**config.mk**
```make
export PLATFORM = sky130hd
export DESIGN_NAME = mac_rx_pkt_fifo
export DESIGN_NICKNAME = d
export VERILOG_FILES = /design/src/rtl/net_pkg.sv /design/src/rtl/sdp_ram.sv /design/src/rtl/mac_rx_pkt_fifo.sv
export SDC_FILE = /design/constraint.sdc
export NUM_CORES = 1
export LEC_CHECK = 0
export ABC_CLOCK_PERIOD_IN_PS = 8130
export CORE_UTILIZATION = 43
export DETAILED_ROUTE_END_ITERATION = 16
export SLEW_MARGIN = 20
export SYNTH_ARGS = -nofsm -noshare
export SYNTH_HDL_FRONTEND = slang
export SYNTH_SLANG_ARGS = --single-unit
```
**constraint.sdc**
```tcl
create_clock -name clk -period 8.13 [get_ports clk]
set_input_delay 1.626 -clock clk [delete_from_list [all_inputs] [get_ports clk]]
set_output_delay 1.626 -clock clk [all_outputs]
set_load 0.01 [all_outputs]
```
**src/rtl/net_pkg.sv**
```systemverilog
// Shared definitions for the receive packet FIFO: entry field offsets and write-FSM states.
package net_pkg;

  // Flag positions counted upward from the top of the data field in a stored entry.
  localparam int LAST_BIT = 0;
  localparam int ERR_BIT  = 1;

  typedef enum logic [1:0] {
    WR_IDLE,
    WR_ACCEPT,
    WR_DISCARD
  } wr_state_e;

endpackage

```
**src/rtl/sdp_ram.sv**
```systemverilog
// Simple dual-port storage: synchronous write, asynchronous read.
module sdp_ram #(
  parameter int WIDTH  = 10,
  parameter int DEPTH  = 64,
  parameter int ADDR_W = 6
) (
  input  logic              clk,
  input  logic              we_i,
  input  logic [ADDR_W-1:0] waddr_i,
  input  logic [WIDTH-1:0]  wdata_i,
  input  logic [ADDR_W-1:0] raddr_i,
  output logic [WIDTH-1:0]  rdata_o
);

  logic [WIDTH-1:0] mem_q [DEPTH];

  always_ff @(posedge clk) begin
    if (we_i) mem_q[waddr_i] <= wdata_i;
  end

  assign rdata_o = mem_q[raddr_i];

endmodule

```
**src/rtl/mac_rx_pkt_fifo.sv**
```systemverilog
// Packet-aware MAC receive FIFO, first-word-fall-through read side.
// Cut-through, or store-and-forward with drop of bad and oversized packets.
module mac_rx_pkt_fifo
  import net_pkg::*;
#(
  parameter int DATA_W    = 8,
  parameter int DEPTH     = 64,
  parameter int ADDR_W    = 6,
  parameter bit STORE_FWD = 1'b1,
  parameter int AF_THRESH = DEPTH - 4
) (
  input  logic              clk,
  input  logic              rst_n,
  input  logic              rx_valid,
  input  logic [DATA_W-1:0] rx_data,
  input  logic              rx_last,
  input  logic              rx_err,
  output logic              rx_ready,
  output logic              fifo_valid,
  output logic [DATA_W-1:0] fifo_data,
  output logic              fifo_last,
  output logic              fifo_err,
  input  logic              fifo_ready,
  output logic [ADDR_W:0]   level,
  output logic              almost_full,
  output logic              drop_pulse,
  output logic [15:0]       drop_cnt
);

  localparam int              ENTRY_W  = DATA_W + 2;
  localparam int              LAST_IDX = DATA_W + LAST_BIT;
  localparam int              ERR_IDX  = DATA_W + ERR_BIT;
  localparam logic [ADDR_W:0] PTR_ONE  = {{ADDR_W{1'b0}}, 1'b1};
  localparam logic [ADDR_W:0] FULL_LVL = {1'b1, {ADDR_W{1'b0}}};
  localparam logic [ADDR_W:0] AF_LVL   = AF_THRESH[ADDR_W:0];

  wr_state_e          state_q, state_d;
  logic [ADDR_W:0]    wr_ptr_q, wr_ptr_d;
  logic [ADDR_W:0]    wr_commit_q, wr_commit_d;
  logic [ADDR_W:0]    rd_ptr_q;
  logic               drop_pulse_q;
  logic [15:0]        drop_cnt_q;
  logic               wr_en;
  logic               drop_d;
  logic               full;
  logic               rd_en;
  logic [ENTRY_W-1:0] wr_entry;
  logic [ENTRY_W-1:0] rd_entry;

  assign level      = wr_ptr_q - rd_ptr_q;
  assign full       = (level == FULL_LVL);
  assign fifo_valid = (rd_ptr_q != wr_commit_q);
  assign rd_en      = fifo_valid && fifo_ready;

  always_comb begin
    wr_entry                 = '0;
    wr_entry[DATA_W-1:0]     = rx_data;
    wr_entry[LAST_IDX]       = rx_last;
    wr_entry[ERR_IDX]        = !STORE_FWD && rx_err && rx_last;
  end

  always_comb begin
    state_d     = state_q;
    wr_ptr_d    = wr_ptr_q;
    wr_commit_d = wr_commit_q;
    wr_en       = 1'b0;
    drop_d      = 1'b0;
    rx_ready    = !full;
    if (!STORE_FWD) begin
      if (rx_valid && !full) begin
        wr_en       = 1'b1;
        wr_ptr_d    = wr_ptr_q + PTR_ONE;
        wr_commit_d = wr_ptr_q + PTR_ONE;
      end
    end else begin
      unique case (state_q)
        WR_IDLE: wr_en = rx_valid && !full;
        WR_ACCEPT: begin
          if (!full) begin
            rx_ready = 1'b1;
            wr_en    = rx_valid;
          end else if (wr_commit_q != rd_ptr_q) begin
            rx_ready = 1'b0;
          end else begin
            // Whole FIFO holds this one packet: it can never commit, so drop it.
            rx_ready = 1'b1;
            if (rx_valid) begin
              wr_ptr_d = wr_commit_q;
              if (rx_last) begin
                drop_d  = 1'b1;
                state_d = WR_IDLE;
              end else begin
                state_d = WR_DISCARD;
              end
            end
          end
        end
        WR_DISCARD: begin
          rx_ready = 1'b1;
          if (rx_valid && rx_last) begin
            drop_d  = 1'b1;
            state_d = WR_IDLE;
          end
        end
        default: state_d = WR_IDLE;
      endcase

      if (wr_en) begin
        if (!rx_last) begin
          wr_ptr_d = wr_ptr_q + PTR_ONE;
          state_d  = WR_ACCEPT;
        end else begin
          state_d = WR_IDLE;
          if (rx_err) begin
            wr_ptr_d = wr_commit_q;
            drop_d   = 1'b1;
          end else begin
            wr_ptr_d    = wr_ptr_q + PTR_ONE;
            wr_commit_d = wr_ptr_q + PTR_ONE;
          end
        end
      end
    end
  end

  always_ff @(posedge clk or negedge rst_n) begin
    if (!rst_n) begin
      state_q      <= WR_IDLE;
      wr_ptr_q     <= '0;
      wr_commit_q  <= '0;
      rd_ptr_q     <= '0;
      drop_pulse_q <= 1'b0;
      drop_cnt_q   <= '0;
    end else begin
      state_q      <= state_d;
      wr_ptr_q     <= wr_ptr_d;
      wr_commit_q  <= wr_commit_d;
      drop_pulse_q <= drop_d;
      if (rd_en) rd_ptr_q <= rd_ptr_q + PTR_ONE;
      if (drop_d && drop_cnt_q != 16'hFFFF) drop_cnt_q <= drop_cnt_q + 16'd1;
    end
  end

  sdp_ram #(
    .WIDTH (ENTRY_W),
    .DEPTH (DEPTH),
    .ADDR_W(ADDR_W)
  ) u_ram (
    .clk    (clk),
    .we_i   (wr_en),
    .waddr_i(wr_ptr_q[ADDR_W-1:0]),
    .wdata_i(wr_entry),
    .raddr_i(rd_ptr_q[ADDR_W-1:0]),
    .rdata_o(rd_entry)
  );

  // Memory is not reset, so flags are gated until a committed beat is present.
  assign fifo_data   = rd_entry[DATA_W-1:0];
  assign fifo_last   = fifo_valid && rd_entry[LAST_IDX];
  assign fifo_err    = !STORE_FWD && fifo_valid && rd_entry[ERR_IDX];
  assign almost_full = (level >= AF_LVL);
  assign drop_pulse  = drop_pulse_q;
  assign drop_cnt    = drop_cnt_q;

endmodule

```
==> results.md, run 1 <==
* Outcome: complete, no violations
* Largest family of logic cells by synthesized area: multiplexers
* Std-Cell Rows at 88
* Avg Cell Area, Syn at 20.4 um2
* Post-route ant nets at 0
* Post-route clock period utilization at 78.2%
* Max Cap Violations at 0
* Adder-Cell Fraction of Synth Area at 0.679%
* Most used DFF post-synth: edfxtp_1
* Setup Skew at 0.0657 ns
* Global route overflow at 0
* DP Worst Slack at 2.42 ns
* Longest Clk Path Bufs at 3
* Routed len/inst at 27.3 um
* Async set-reset flop share out of synthesis at 6.49%
* P per Cell Area at 348 nW/um2
* Antenna Cells at 0
* Clock root cell: clkbuf_16
* # IOs at 51
* Post-synth EDFFs at 576
* Crit path capture type: primary output
* Int Pwr at 6810 uW
* Initial antenna violation count at 1
* Minimum clock period at 6.36 ns
* Via-to-Cell Ratio at 5.83
* Peak VDD IR at 0.227 mV
* Comb power frac at 32.1%
* Flop pwr share at 39.3%
* Slew Viols, Final at 0
* Syn_nets at 1252
* Hold Vio Cnt, Final at 0
* Storage element area at 18300 um2
* Placed cell areas at 26400 um2
* Layout Utilization at 49.4%
* Worst-Skew Late Latency at 0.66 ns
* Core area at 57600 um2
* TritonCTS clock tree: built
* Seq/Total Area, Yosys at 73.1%
* Sw Share at 31.1%
* Largest net degree at the start of global routing at 79
* Net Sw Power at 3070 uW
* First drt pass iteration count at 5
* Mapped cell area at 25000 um2
* Hold-fix buffers at CTS at 0
* Max FO, Critical Path at 15
* Lkg Pwr at 0.00894 uW
* Global-route wire length before repair at 86.5 mm
* Worst Tran Pin Value at 1.12 ns
* Cell variety after synth at 65
* Clk sinks at 616
* Post-cts gate resize count at 0
* Synth Area in XOR/XNOR at 1.26%
* Layer with the highest usage: met2
* Clock Pin Slew Worst Setup and Hold Paths at 0.06 ns
* Met1 usage at 28.2%
* Overall Global Routing Usage at 19.9%
* # fillers at 4596
* Synth Area in Compound Gates at 1.95%
* Die W at 243 um
* GRT met2 Usage at 32.4%
* Via Count at 12300
* CTS H-tree depth at 2
* Die area at 59200 um2
* Setup violations, final at 0
* Final worst setup slack at 1.77 ns
* Starting Density at 43.5%
* Fraction of synthesized area in multiplexers at 17.6%
* GR Layer Usage met3 at 3.22%
* RePlAce Congestion at 0.768
* DR DRC count at 0
* Clock share of power at 28.6%
* Setup TNS at 0 ns
* Detail Placement HPWL at 34.2 mm
* CP required at 6.50 ns
* Peak Freq at 157 MHz
* Layout cells sized above 1 at 25.1%
* Postcts setup bufs at 0
* Syn Inst Count at 1225
* CTS buffer count at 60
* Number of global-route vias before repair at 12500
* Die H at 243 um
* RSZ-0062 raised after global routing: false
* Input/output buffers at 49
* WP data arrival at 4.73 ns
* Post-synthesis simple-gate area fraction at 3.94%
* Crit path launch type: flip-flop
* Area growth syn-to-layout at 13.5%
* Post-route cell area at 28400 um2
* Max-Slew Margin vs Limit at 25.0%
* Synth warn at 0
* Layout net count at 1319
* Footprint of the multi-input gates at 6420 um2
* WL final at 57.7 mm
* Worst min path class: flip-flop to flip-flop
* DRT iter0 DRCs at 1582
* WS Path Type: flip-flop to primary output
* Yosys reg bits at 616
## power groups by stage
stage	registers, uW	logic [uW]	clock network (uW)
global placement	3950	3200	0
global route	3910	3390	2980
detailed placement	3950	3220	0
CTS	3890	3230	2880
floorplan	3760	2200	0
finish	3880	3170	2830
## per-layer routing
layer / part of all wire (%) / wire length (um)
met5: 0.023 / 13
met4: 2.0 / 1160
met3: 4.7 / 2740
met2: 49 / 28500
met1: 44 / 25200
## critical path, stage by stage (launching register included)
cell and delay [ns]:
dfrtp_1 0.70, inv_1 0.30, ha_1 0.30, fa_1 0.42, nand2b_1 0.19, a21oi_1 0.16
xnor2_1 0.15, nor3_2 0.56, nand2_1 0.51, o22a_1 0.35, clkdlybuf4s50_1 0.49
## logic make-up (layout without fill, tap and decap cells)
logic type / after synthesis / count (layout)
DFF: 616 / 616
muxes: 203 / 203
and+or+nand+nor: 200 / 200
buffers and inverters: 88 / 207
AOI/OAI and AO/OA: 68 / 68
xor gates and xnor gates: 36 / 36
adders and majority gates: 13 / 13
other: 1 / 1
## final cells by class
class / instances / area share [%]
repair buffers: 77 / 2.38
multi-input cells: 521 / 22.6
clock inverters: 39 / 1.55
well taps: 765 / 3.37
clock buffers: 75 / 5.51
inverters: 16 / 0.211
flip-flops and latches: 616 / 64.4
## synth_stat cells, types with 10 or more instances
library cell    n  area, um2
edfxtp_1      576      17300
mux4_2        189       4260
nor2_1         76        285
clkbuf_1       45        169
dfrtp_1        40       1000
nand2_1        28        105
xnor2_1        21        184
nand3_1        18       90.1
o21ai_0        17       85.1
inv_1          16       60.1
buf_2          15       75.1
xor2_1         15        131
nor3_1         13       65.1
ha_1           12        150
nand4_1        11       68.8
mux2i_1        10        100
nor4_1         10       62.6
## registers in the layout, indices dropped and copies added, names as in the netlist
signal,cells
state_q,2
u_ram.mem_q,576
drop_pulse,1
wr_commit_q,7
rd_ptr_q,7
wr_ptr_q,7
drop_cnt,16
## cells in the final DEF, fill, tap and decap left out, types with 14 or more instances in the layout
cell	Yosys	routed
mux4_2	189	189
nand3_1	18	18
xnor2_1	21	21
edfxtp_1	576	576
inv_1	16	15
nand2_1	28	28
dfrtp_1	40	37
clkbuf_16	0	60
buf_4	5	32
clkdlybuf4s50_1	0	39
clkbuf_1	45	14
xor2_1	15	15
clkinv_1	0	17
o21ai_0	17	17
nor2_1	76	70
## path summary, 6_finish.rpt
check | to | slack [ns] | start | cells after the start
worst min register to register | drop_cnt[5] | 0.50 | drop_cnt[5] | 1
max in group asynchronous | rd_ptr_q[0] | 6.25 | rst_n | 1
worst max-delay path | rx_ready | 1.77 | wr_ptr_q[0] | 10
min in group asynchronous | rd_ptr_q[3] | 1.15 | rst_n | 1
worst min-delay path | drop_cnt[5] | 0.50 | drop_cnt[5] | 1
worst max register to register | u_ram.mem_q[53][2] | 3.03 | wr_ptr_q[0] | 10
## metrics by stage
stage	cells	total power [uW]	hold slack, ns
2_1_floorplan	1225	5960	0.485
3_3_place_gp	1995	7140	0.485
3_5_place_dp	1995	7170	0.487
6_report	2109	9880	0.497
4_1_cts	2109	10000	0.499
5_1_grt	2109	10300	0.533
(Power assumes the default switching activity.)
==> run 2: changes to the inputs <==
- ABC_CLOCK_PERIOD_IN_PS: 8130 -> 5400
- clock period: 8.13 -> 5.4 ns (I/O delays scaled with it)
==> run 2 against run 1 <==
  * First-iteration DRC count is 29% lower
  * Global-route usage is 0.35 points higher
  * Utilization is 0.76 points higher
  * Clock-buffer cell count is 14 higher
  * Power is 54% higher
  * Critical path type unchanged
==> results.md, run 2 (synthesis gave the netlist of run 1 again) <==
* Outcome: complete, no violations
* Most frequent cells in the layout: edfxtp_1 (576), mux4_2 (189), nor2_1 (75), buf_4 (74), clkbuf_16 (71)
* CTS H-tree depth at 3 (+1)
* Core area at 57600 um2 (unchanged)
* Setup violations, final at 0 (unchanged)
* RePlAce Congestion at 0.800 (+4.1%)
* Post-route clock period utilization at 96.9%
* Cell Chain, Critical Path: buf_4 -> mux4_2 -> mux4_2 -> mux4_2 -> and2_1 -> clkdlybuf4s50_1
* Global route overflow at 0 (unchanged)
* Slowest cell on crit path: dfrtp_4
* Input/output buffers at 49 (unchanged)
* Max reg flops at 576 (unchanged)
* Top Layer Used: met4
* Total power at 15200 uW (+54%)
* DRT iter0 DRCs at 1124 (-29%)
* Slew Viols, Final at 0 (unchanged)
* Post-cts gate resize count at 0 (unchanged)
* Routed wl met3 at 2.91 mm (+6.2%)
* Routed len/inst at 27.0 um (-1.1%)
* Starting Density at 43.5% (unchanged)
* Hold Vio Cnt, Final at 0 (unchanged)
* Post-route ant nets at 0 (unchanged)
* Crit path from: rd_ptr_q[1]
* TritonCTS clock tree: built
* Via Count at 12500 (+1.3%)
* Largest net degree at the start of global routing at 73 (-7.6%)
* WS Path Type: flip-flop to primary output
* # IOs at 51 (unchanged)
* Overall Global Routing Usage at 20.3% (+0.35 points)
* CP most frequent cell: mux4_2
* WP data arrival at 4.15 ns (-0.58 ns)
* Antenna Cells at 0 (unchanged)
* Clock root cell: clkbuf_16
* Lkg Pwr at 0.00923 uW (+3.2%)
* Post-route cell area at 28900 um2 (+1.5%)
* Worst R2R Start: rd_ptr_q[1]
* RSZ-0062 raised after global routing: false
* Setup Skew at 0.0265 ns (-0.0392 ns)
* Worst-Skew Late Latency at 0.59 ns (-0.07 ns)
* Setup TNS at 0 ns (unchanged)
* Area growth syn-to-layout at 15.3%
* Postcts setup bufs at 0 (unchanged)
* Placed cell areas at 26800 um2 (+1.3%)
* Crit path launch type: flip-flop
* Biggest register: u_ram.mem_q
* Max FO, Critical Path at 41 (+26)
* Routed met2 length at 28.4 mm (-0.31%)
* CTS buffer count at 67 (+12%)
* Hold wc startpoint: drop_cnt[5]
* Global-route wire length before repair at 87.0 mm (+0.61%)
* Initial antenna violation count at 2 (+1)
* Longest Clk Path Bufs at 3 (unchanged)
* Die H at 243 um (unchanged)
* Number of global-route vias before repair at 12800 (+2.4%)
* Clock Pin Slew Worst Setup and Hold Paths at 0.06 ns (about the same)
* R2R cell count at 10 (unchanged)
* Most common cell after layout, fill and taps aside: edfxtp_1
* M1 WL at 25.5 mm (+0.96%)
* Minimum clock period at 5.23 ns
* Max incr delay on CP at 0.85 ns (+0.15 ns)
* Peak VDD IR at 0.250 mV (+10%)
* Peak Freq at 191 MHz
* Layout net count at 1371 (+3.9%)
* CP required at 4.32 ns (-2.18 ns)
* WL final at 58.3 mm (+1.2%)
* Layout cells sized above 1 at 27.1% (+2.0 points)
* Detail Placement HPWL at 35.2 mm (+3.1%)
* Die W at 243 um (unchanged)
* Clk sinks at 616 (unchanged)
* P per Cell Area at 526 nW/um2 (+51%)
* First drt pass iteration count at 5 (unchanged)
* Worst Tran Pin Value at 0.945 ns (-0.176 ns)
* Worst min path class: flip-flop to flip-flop
* Std-Cell Rows at 88 (unchanged)
* Crit path capture type: primary output
* Max Cap Violations at 0 (unchanged)
* Die area at 59200 um2 (unchanged)
* Worst Hold Depth at 1 (unchanged)
* Via-to-Cell Ratio at 5.78 (-0.96%)
* DR DRC count at 0 (unchanged)
* Max-Slew Margin vs Limit at 36.8% (+12 points)
* Hold-fix buffers at CTS at 0 (unchanged)
run 2: cell types whose count changed in the layout (fill, tap and decap cells not counted), moves of 2 or more:
cell	change
clkinv_2	-6
clkbuf_1	+3
nor2_1	+5
bufinv_16	-3
buf_4	+42
clkbuf_16	+11
buf_12	+2
nor2_2	-5
clkinv_16	-2
run 2: area by class of cell:
cell class | count | area [um2]
clock buffer | 89 | 1850
clock inverter | 29 | 254
fill | 4598 | 28700
inverter | 16 | 60.1
multi-input combinational | 521 | 6400
sequential | 616 | 18300
tap | 765 | 957
timing repair buffer | 122 | 1040
run 2: worst max-delay path, delay by kind of cell (launching register included):
family	cells	cell delay, ns
buf+inv	2	1.01
flops	1	0.85
mux	3	1.40
simple gates	1	0.22
run 2: report_power, final:
group | switching (uW) | total, uW | leakage, uW | internal, uW
Clock | 1790 | 4440 | 0.00102 | 2640
Combinational | 2590 | 5000 | 0.00252 | 2410
Sequential | 295 | 5760 | 0.00568 | 5460
run 2: metrics by stage:
step / hold slack [ns] / std cells / setup WS (ns) / utilization, %
5_1_grt: 0.515 / 2158 / 0.00737 / 50.1
3_5_place_dp: 0.486 / 2040 / 0.783 / 46.5
6_report: 0.493 / 2158 / 0.166 / 50.1
2_1_floorplan: 0.485 / 1225 / 0.585 / -
4_1_cts: 0.497 / 2158 / 0.135 / 50.1
3_3_place_gp: 0.486 / 2040 / 0.798 / 46.5
run 2: routing by layer:
layer  vias to the layer above  track usage (%)
li1                       5324                -
met3                        80             3.68
met1                      6729             28.5
met4                         0             7.25
met2                       335             31.8
met5                         -                0
run 2: path summary, 6_finish.rpt:
path	slack [ns]	end
max in group asynchronous	4.06	rd_ptr_q[1]
min in group asynchronous	0.64	state_q[0]
worst max register to register	1.09	u_ram.mem_q[18][8]
worst min-delay path	0.49	drop_cnt[5]
worst max-delay path	0.17	fifo_last
worst min register to register	0.49	drop_cnt[5]
